--- src/rtl/mem_access_unit_pkg.sv ---
// Shared types and constants for the byte-serialising memory access unit.
// Used by the unit itself and by anything that talks to it.
package mem_access_unit_pkg;

    typedef enum logic [1:0] {
        ST_IDLE  = 2'd0,
        ST_READ  = 2'd1,
        ST_WRITE = 2'd2,
        ST_DONE  = 2'd3
    } state_t;

    localparam int         BYTE_CNT  = 4;
    localparam logic [1:0] LAST_BYTE = 2'(BYTE_CNT - 1);

    function automatic logic is_aligned(input logic [1:0] lsb);
        return lsb == 2'b00;
    endfunction

endpackage

--- src/rtl/mem_access_unit_if.sv ---
// Controller-side word bus plus byte-memory bus of the access unit.
// master = controller and byte memory, slave = mem_access_unit.
interface mem_access_unit_if #(
    parameter int ADDR_W = 32
);
    logic              mem_read;
    logic              mem_write;
    logic [ADDR_W-1:0] adr;
    logic [31:0]       write_data;
    logic [31:0]       read_data;
    logic              mem_ready;
    logic              busy;
    logic              err;

    logic [ADDR_W-1:0] bmem_adr;
    logic [7:0]        bmem_wdata;
    logic [7:0]        bmem_rdata;
    logic              bmem_re;
    logic              bmem_we;

    modport master (
        output mem_read, mem_write, adr, write_data, bmem_rdata,
        input  read_data, mem_ready, busy, err,
        input  bmem_adr, bmem_wdata, bmem_re, bmem_we
    );

    modport slave (
        input  mem_read, mem_write, adr, write_data, bmem_rdata,
        output read_data, mem_ready, busy, err,
        output bmem_adr, bmem_wdata, bmem_re, bmem_we
    );

endinterface

--- src/rtl/mem_access_unit_byte_lane_shifter.sv ---
// Big-endian byte lane select/insert: lane index k maps to bits [31-8k -: 8].
// Purely combinational, no state, no backpressure.
module byte_lane_shifter (
    input  logic [31:0] i_word,
    input  logic [1:0]  i_sel_idx,
    output logic [7:0]  o_sel_byte,
    input  logic [31:0] i_acc,
    input  logic [1:0]  i_ins_idx,
    input  logic [7:0]  i_ins_byte,
    output logic [31:0] o_acc
);

    always_comb begin
        o_sel_byte = i_word[31:24];
        case (i_sel_idx)
            2'd0: o_sel_byte = i_word[31:24];
            2'd1: o_sel_byte = i_word[23:16];
            2'd2: o_sel_byte = i_word[15:8];
            2'd3: o_sel_byte = i_word[7:0];
            default: o_sel_byte = i_word[31:24];
        endcase
    end

    always_comb begin
        o_acc = i_acc;
        case (i_ins_idx)
            2'd0: o_acc[31:24] = i_ins_byte;
            2'd1: o_acc[23:16] = i_ins_byte;
            2'd2: o_acc[15:8]  = i_ins_byte;
            2'd3: o_acc[7:0]   = i_ins_byte;
            default: o_acc = i_acc;
        endcase
    end

endmodule

--- src/rtl/mem_access_unit.sv ---
// Word access unit over a byte-wide memory: 4 byte cycles per legal access, big-endian.
// Latency: mem_ready 5 cycles after the sampling edge (1 cycle for rejected requests); requests outside IDLE are ignored.
module mem_access_unit
    import mem_access_unit_pkg::*;
#(
    parameter int ADDR_W = 32
) (
    input  logic                  clk,
    input  logic                  rst,
    mem_access_unit_if.slave      bus
);

    state_t            r_state;
    logic [1:0]        r_cnt;
    logic [ADDR_W-1:0] r_adr;
    logic [31:0]       r_wdata;
    logic [31:0]       r_rdata;
    logic              r_ready;
    logic              r_busy;
    logic              r_err;
    logic [ADDR_W-1:0] r_bmem_adr;
    logic [7:0]        r_bmem_wdata;
    logic              r_bmem_re;
    logic              r_bmem_we;

    logic              w_req;
    logic              w_reject;
    logic              w_last;
    logic [1:0]        w_cnt_nxt;
    logic [31:0]       w_sel_word;
    logic [1:0]        w_sel_idx;
    logic [7:0]        w_sel_byte;
    logic [31:0]       w_rdata_nxt;

    assign w_req     = bus.mem_read | bus.mem_write;
    assign w_reject  = !is_aligned(bus.adr[1:0]) || (bus.mem_read && bus.mem_write);
    assign w_last    = (r_cnt == LAST_BYTE);
    assign w_cnt_nxt = r_cnt + 2'd1;

    // Byte strobes are registered, so the lane for the coming cycle is picked one edge early:
    // lane 0 straight from the request bus in IDLE, later lanes from the latched word.
    assign w_sel_word = (r_state == ST_IDLE) ? bus.write_data : r_wdata;
    assign w_sel_idx  = (r_state == ST_IDLE) ? 2'd0 : w_cnt_nxt;

    byte_lane_shifter u_lanes (
        .i_word     (w_sel_word),
        .i_sel_idx  (w_sel_idx),
        .o_sel_byte (w_sel_byte),
        .i_acc      (r_rdata),
        .i_ins_idx  (r_cnt),
        .i_ins_byte (bus.bmem_rdata),
        .o_acc      (w_rdata_nxt)
    );

    always_ff @(posedge clk or posedge rst) begin
        if (rst) begin
            r_state      <= ST_IDLE;
            r_cnt        <= 2'd0;
            r_adr        <= '0;
            r_wdata      <= '0;
            r_rdata      <= '0;
            r_ready      <= 1'b0;
            r_busy       <= 1'b0;
            r_err        <= 1'b0;
            r_bmem_adr   <= '0;
            r_bmem_wdata <= '0;
            r_bmem_re    <= 1'b0;
            r_bmem_we    <= 1'b0;
        end else begin
            case (r_state)
                ST_IDLE: begin
                    if (w_req) begin
                        r_adr   <= bus.adr;
                        r_wdata <= bus.write_data;
                        r_busy  <= 1'b1;
                        r_cnt   <= 2'd0;
                        if (w_reject) begin
                            r_state <= ST_DONE;
                            r_ready <= 1'b1;
                            r_err   <= 1'b1;
                        end else if (bus.mem_read) begin
                            r_state    <= ST_READ;
                            r_bmem_adr <= bus.adr;
                            r_bmem_re  <= 1'b1;
                        end else begin
                            r_state      <= ST_WRITE;
                            r_bmem_adr   <= bus.adr;
                            r_bmem_we    <= 1'b1;
                            r_bmem_wdata <= w_sel_byte;
                        end
                    end
                end

                ST_READ, ST_WRITE: begin
                    if (r_state == ST_READ) begin
                        r_rdata <= w_rdata_nxt;
                    end
                    // Counter stays at 3 through DONE; it is re-armed on the next entry.
                    if (w_last) begin
                        r_state      <= ST_DONE;
                        r_ready      <= 1'b1;
                        r_bmem_re    <= 1'b0;
                        r_bmem_we    <= 1'b0;
                        r_bmem_adr   <= '0;
                        r_bmem_wdata <= '0;
                    end else begin
                        r_cnt      <= w_cnt_nxt;
                        r_bmem_adr <= r_adr + ADDR_W'(w_cnt_nxt);
                        if (r_state == ST_WRITE) begin
                            r_bmem_wdata <= w_sel_byte;
                        end
                    end
                end

                ST_DONE: begin
                    r_state <= ST_IDLE;
                    r_ready <= 1'b0;
                    r_err   <= 1'b0;
                    r_busy  <= 1'b0;
                end

                default: begin
                    r_state <= ST_IDLE;
                end
            endcase
        end
    end

    assign bus.read_data  = r_rdata;
    assign bus.mem_ready  = r_ready;
    assign bus.busy       = r_busy;
    assign bus.err        = r_err;
    assign bus.bmem_adr   = r_bmem_adr;
    assign bus.bmem_wdata = r_bmem_wdata;
    assign bus.bmem_re    = r_bmem_re;
    assign bus.bmem_we    = r_bmem_we;

endmodule

--- src/flat_wrapper.sv ---
// flat-port wrapper written by rule: the top's interface ports become plain ports
module mem_access_unit_flat import mem_access_unit_pkg::*;
#(
    parameter int ADDR_W = 32
)
  (clk, rst, bus_mem_read, bus_mem_write, bus_adr, bus_write_data, bus_bmem_rdata, bus_read_data, bus_mem_ready, bus_busy, bus_err, bus_bmem_adr, bus_bmem_wdata, bus_bmem_re, bus_bmem_we);
  mem_access_unit_if #(.ADDR_W(ADDR_W)) bus_i ();
  input  logic clk;
  input  logic rst;
  input wire logic [$bits(bus_i.mem_read)-1:0] bus_mem_read;
  input wire logic [$bits(bus_i.mem_write)-1:0] bus_mem_write;
  input wire logic [$bits(bus_i.adr)-1:0] bus_adr;
  input wire logic [$bits(bus_i.write_data)-1:0] bus_write_data;
  input wire logic [$bits(bus_i.bmem_rdata)-1:0] bus_bmem_rdata;
  output wire logic [$bits(bus_i.read_data)-1:0] bus_read_data;
  output wire logic [$bits(bus_i.mem_ready)-1:0] bus_mem_ready;
  output wire logic [$bits(bus_i.busy)-1:0] bus_busy;
  output wire logic [$bits(bus_i.err)-1:0] bus_err;
  output wire logic [$bits(bus_i.bmem_adr)-1:0] bus_bmem_adr;
  output wire logic [$bits(bus_i.bmem_wdata)-1:0] bus_bmem_wdata;
  output wire logic [$bits(bus_i.bmem_re)-1:0] bus_bmem_re;
  output wire logic [$bits(bus_i.bmem_we)-1:0] bus_bmem_we;
  assign bus_i.mem_read = bus_mem_read;
  assign bus_i.mem_write = bus_mem_write;
  assign bus_i.adr = bus_adr;
  assign bus_i.write_data = bus_write_data;
  assign bus_i.bmem_rdata = bus_bmem_rdata;
  assign bus_read_data = bus_i.read_data;
  assign bus_mem_ready = bus_i.mem_ready;
  assign bus_busy = bus_i.busy;
  assign bus_err = bus_i.err;
  assign bus_bmem_adr = bus_i.bmem_adr;
  assign bus_bmem_wdata = bus_i.bmem_wdata;
  assign bus_bmem_re = bus_i.bmem_re;
  assign bus_bmem_we = bus_i.bmem_we;
  mem_access_unit #(.ADDR_W(ADDR_W)) u_core (.clk(clk), .rst(rst), .bus(bus_i));
endmodule
--- config.mk ---
export PLATFORM = sky130hd
export DESIGN_NAME = mem_access_unit_flat
export DESIGN_NICKNAME = d
export VERILOG_FILES = /design/src/rtl/mem_access_unit_pkg.sv /design/src/rtl/mem_access_unit_if.sv /design/src/rtl/mem_access_unit_byte_lane_shifter.sv /design/src/rtl/mem_access_unit.sv /design/src/flat_wrapper.sv
export SDC_FILE = /design/constraint.sdc
export NUM_CORES = 1
export LEC_CHECK = 0
export CAP_MARGIN = 10
export CORE_MARGIN = 2
export CORE_UTILIZATION = 35
export CTS_CLUSTER_DIAMETER = 30
export DETAILED_ROUTE_END_ITERATION = 8
export SYNTH_ARGS = -nofsm -noshare
export SYNTH_HDL_FRONTEND = slang
export SYNTH_SLANG_ARGS = --single-unit
--- constraint.sdc ---
create_clock -name clk -period 6.6 [get_ports clk]
set_clock_uncertainty 0.15 [all_clocks]
set_input_delay 0.99 -clock clk [delete_from_list [all_inputs] [get_ports clk]]
set_output_delay 0.99 -clock clk [all_outputs]
set_load 0.02 [all_outputs]
==> flow_summary.yaml <==
routing:
  first_pass_iters: 4
  first_iter_violations: 248
  vias: 4900
  drc: 0
  via_per_inst: 5.00
  ant_nets: 0
  wl_per_cell_um: 17.5
  drt_wl_total_mm: 17.2
die:
  start_util: 0.354
  die_w_um: 144
  placementRows: 51
  fp.dieArea_um2: 20800
  io_pins: 153
  die_h_um: 144
  core_area_um2: 19400
place:
  gp_congestion: 0.789
  dp_hpwl_mm: 12.0
  place_ws_ps: 2580
  io_buffers: 152
power:
  ir_drop_uv: 309
  power_density_nw_per_um2: 572
  p_leak_nw: 3.77
timing:
  fin_tns_setup_ps: 0
  worst_slack_ps: 2640
  max_freq_ghz: 0.253
  post-route-min-period_ps: 3960
  period_share: 0.599
  hold_viol: 0
  worst_pin_slew_ps: 1200
  whs_ps: 342
  rsz0062_at_grt: "no"
  setup-violations-final: 0
  finalMaxSlewViolations: 0
  slew_headroom: 0.196
setup_path:
  crit_family: "adder cells"
  critPathLaunchType: "flip-flop"
  cp.depth: 9
  crit_arrival_ps: 4060
  critPathKind: "flip-flop to flip-flop"
  cp_slowest_cell: "dfrtp_1"
  worstPathRequired_ps: 6710
  crit_fanout: 12
  cp_common_cell: "inv_1"
  crit_chain: "inv_1 > ha_1 > inv_1 > fa_1 > nand4b_4 > nor4_4 > nand4_1 > xor2_1 > o21ai_1"
  rr_startpoint: "u_core.r_cnt[0]"
  reg2reg_depth: 9
  rrSetupSlack_ps: 2640
  critical_path_buf_inv_count: 2
  endpoint: "u_core.bus.bmem_adr[26]"
  setup.worst_path.start: "u_core.r_cnt[0]"
  r2r-end: "u_core.bus.bmem_adr[26]"
  slowest_delay_ps: 750
  endpoint_kind: "flip-flop"
outcome:
  run_status: "finished, final reports clean"
synthesis:
  yosys.area_share.xor_xnor: 0.0395
  syn_inst: 558
  synth-edff-count: 0
  synth_cell_types: 48
  synth_seq_area_share: 0.528
  synth_most_common_cell: "dfrtp_1"
  syn_area_um2: 6880
  ys_seq_elements: 145
  synth_nets: 645
  synth-simple-area-share: 0.0983
  synth_area_leaders: "dfrtp_1, mux2_2, xor2_1"
  synth_top_cell_area_share: 0.528
  netlist_top_cells_count: "dfrtp_1, mux2_2, o21ai_0"
  yosysTopAreaCell: "dfrtp_1"
  muxShareOfSynthArea: 0.197
  synth_compound_area_frac: 0.0868
  ys_warn_count: 0
  synth_top_family_by_area: "multiplexers"
  synth.avg_cell_area_um2: 12.3
  synth_fa_ha_area_frac: 0.0211
  synth_ff_type: "dfrtp_1"
  async_flop_share: 1.00
global_route:
  overflow: 0
  grt_pass1_wl_mm: 27.4
  gr-usage-all-layers: 0.171
  grt_max_degree: 99
  first_global_vias: 5166
  antenna_found_initial: 0
cts:
  root_buffer: "clkbuf_16"
  cts_buffers: 17
  cts_tree: "built"
  clk_pin_slew_worst_paths_ps: 60
  clk_path_buf_depth: 2
  clk_latency_ps: 420
  cts_setup_buffers: 0
  cts_resized: 0
  ctsHoldBuffers: 0
  cts_num_sinks: 145
  cts_htree_levels: 4
final_layout:
  ff_latch_area_um2: 3630
  multiInputGateArea_um2: 3050
  fin_util: 0.479
  num-nets-final: 789
  drive_gt1_frac: 0.211
  area_growth_pct: 35.1
  n_antenna_cell: 0
  nFillCells: 1757
hold_path:
  holdPathStages: 2
  holdCritPathClass: "flip-flop to flip-flop"
run:
  maxCapViolCount: 0
[cell usage in the layout (no fill, tap or decap), types with 2 or more instances in the layout]
| cell | instances |
|---|---|
| nor3_1 | 6 |
| a21oi_1 | 26 |
| nor2b_1 | 2 |
| mux2i_1 | 9 |
| bufinv_16 | 5 |
| nor2_1 | 10 |
| nor3b_1 | 22 |
| clkbuf_16 | 17 |
| xnor2_1 | 6 |
| o21ai_1 | 10 |
| mux4_2 | 8 |
| clkinv_2 | 2 |
| o2bb2ai_1 | 8 |
| nand4_1 | 15 |
| inv_1 | 15 |
| dfrtp_1 | 145 |
| ha_1 | 10 |
| clkinvlp_4 | 2 |
| and3_1 | 5 |
| o31ai_1 | 4 |
| mux2_2 | 96 |
| a21o_1 | 2 |
| xor2_1 | 25 |
| nand3_1 | 8 |
| clkinv_4 | 4 |
| nand2_1 | 30 |
| clkdlybuf4s50_1 | 152 |
| a22oi_1 | 10 |
| buf_4 | 5 |
| o21ai_0 | 31 |
[worst register-to-register path, stage by stage (launching register included)]
cell,delay [ps]
dfrtp_1,750
inv_1,240
ha_1,720
inv_1,130
fa_1,490
nand4b_4,240
nor4_4,620
nand4_1,200
xor2_1,180
o21ai_1,80
[state kept, by name, indices dropped and copies added (netlist names)]
signal	count
u_core.bus.mem_ready	1
u_core.bus.read_data	32
u_core.bus.bmem_re	1
u_core.bus.bmem_adr	32
u_core.r_adr	32
u_core.bus.busy	1
u_core.r_state	2
u_core.bus.err	1
u_core.bus.bmem_wdata	8
u_core.r_cnt	2
u_core.bus.bmem_we	1
u_core.r_wdata	32
[where the power goes]
group / switching (mW) / leakage (nW) / internal [mW]
registers: 0.366 / 1.72 / 1.36
clock network: 0.377 / 0.313 / 0.682
logic: 1.30 / 1.73 / 1.23
total: 2.04 / 3.77 / 3.27
[cell families (layout without fill, tap and decap cells)]
| family | after synthesis | after routing |
|---|---|---|
| buffers and inverters | 48 | 205 |
| muxes | 113 | 113 |
| DFF | 145 | 145 |
| adders and majority gates | 11 | 11 |
| and+or+nand+nor | 110 | 110 |
| xor gates and xnor gates | 31 | 31 |
| AOI/OAI and AO/OA | 100 | 100 |
[area by class of cell]
class                      instances  share of cell area
inverter                          16             0.00700
clock inverter                    13              0.0226
clock buffer                      19              0.0477
tap                              265              0.0357
multi-input combinational        365               0.329
sequential                       145               0.391
timing repair buffer             157               0.168
[worst min path at each step]
stage	from	to	slack [ps]
after floorplan	u_core.r_wdata[0]	u_core.r_wdata[0]	320
after global placement	u_core.bus.bmem_adr[4]	u_core.bus.bmem_adr[4]	320
after detailed placement	u_core.bus.bmem_adr[3]	u_core.bus.bmem_adr[3]	330
after CTS	u_core.bus.bmem_adr[3]	u_core.bus.bmem_adr[3]	350
after global routing	u_core.bus.read_data[8]	u_core.bus.read_data[8]	370
final	u_core.bus.bmem_adr[4]	u_core.bus.bmem_adr[4]	340
[per-layer routing]
layer | part of all wire | track usage | vias up
li1 | - | - | 2313
met1 | 0.45 | 0.227 | 2454
met2 | 0.48 | 0.279 | 118
met3 | 0.049 | 0.0454 | 15
met4 | 0.015 | 0.0485 | 0
met5 | 0 | 0 | -
[stage by stage]
step                instances  power [mW]  area, um^2
global placement          948        4.20        8640
CTS                       980        5.37        9290
finish                    980        5.31        9290
global route              980        5.67        9290
floorplan                 558        3.33        6880
detailed placement        948        4.29        8640
Note: power is estimated with default switching activity, not from simulation.
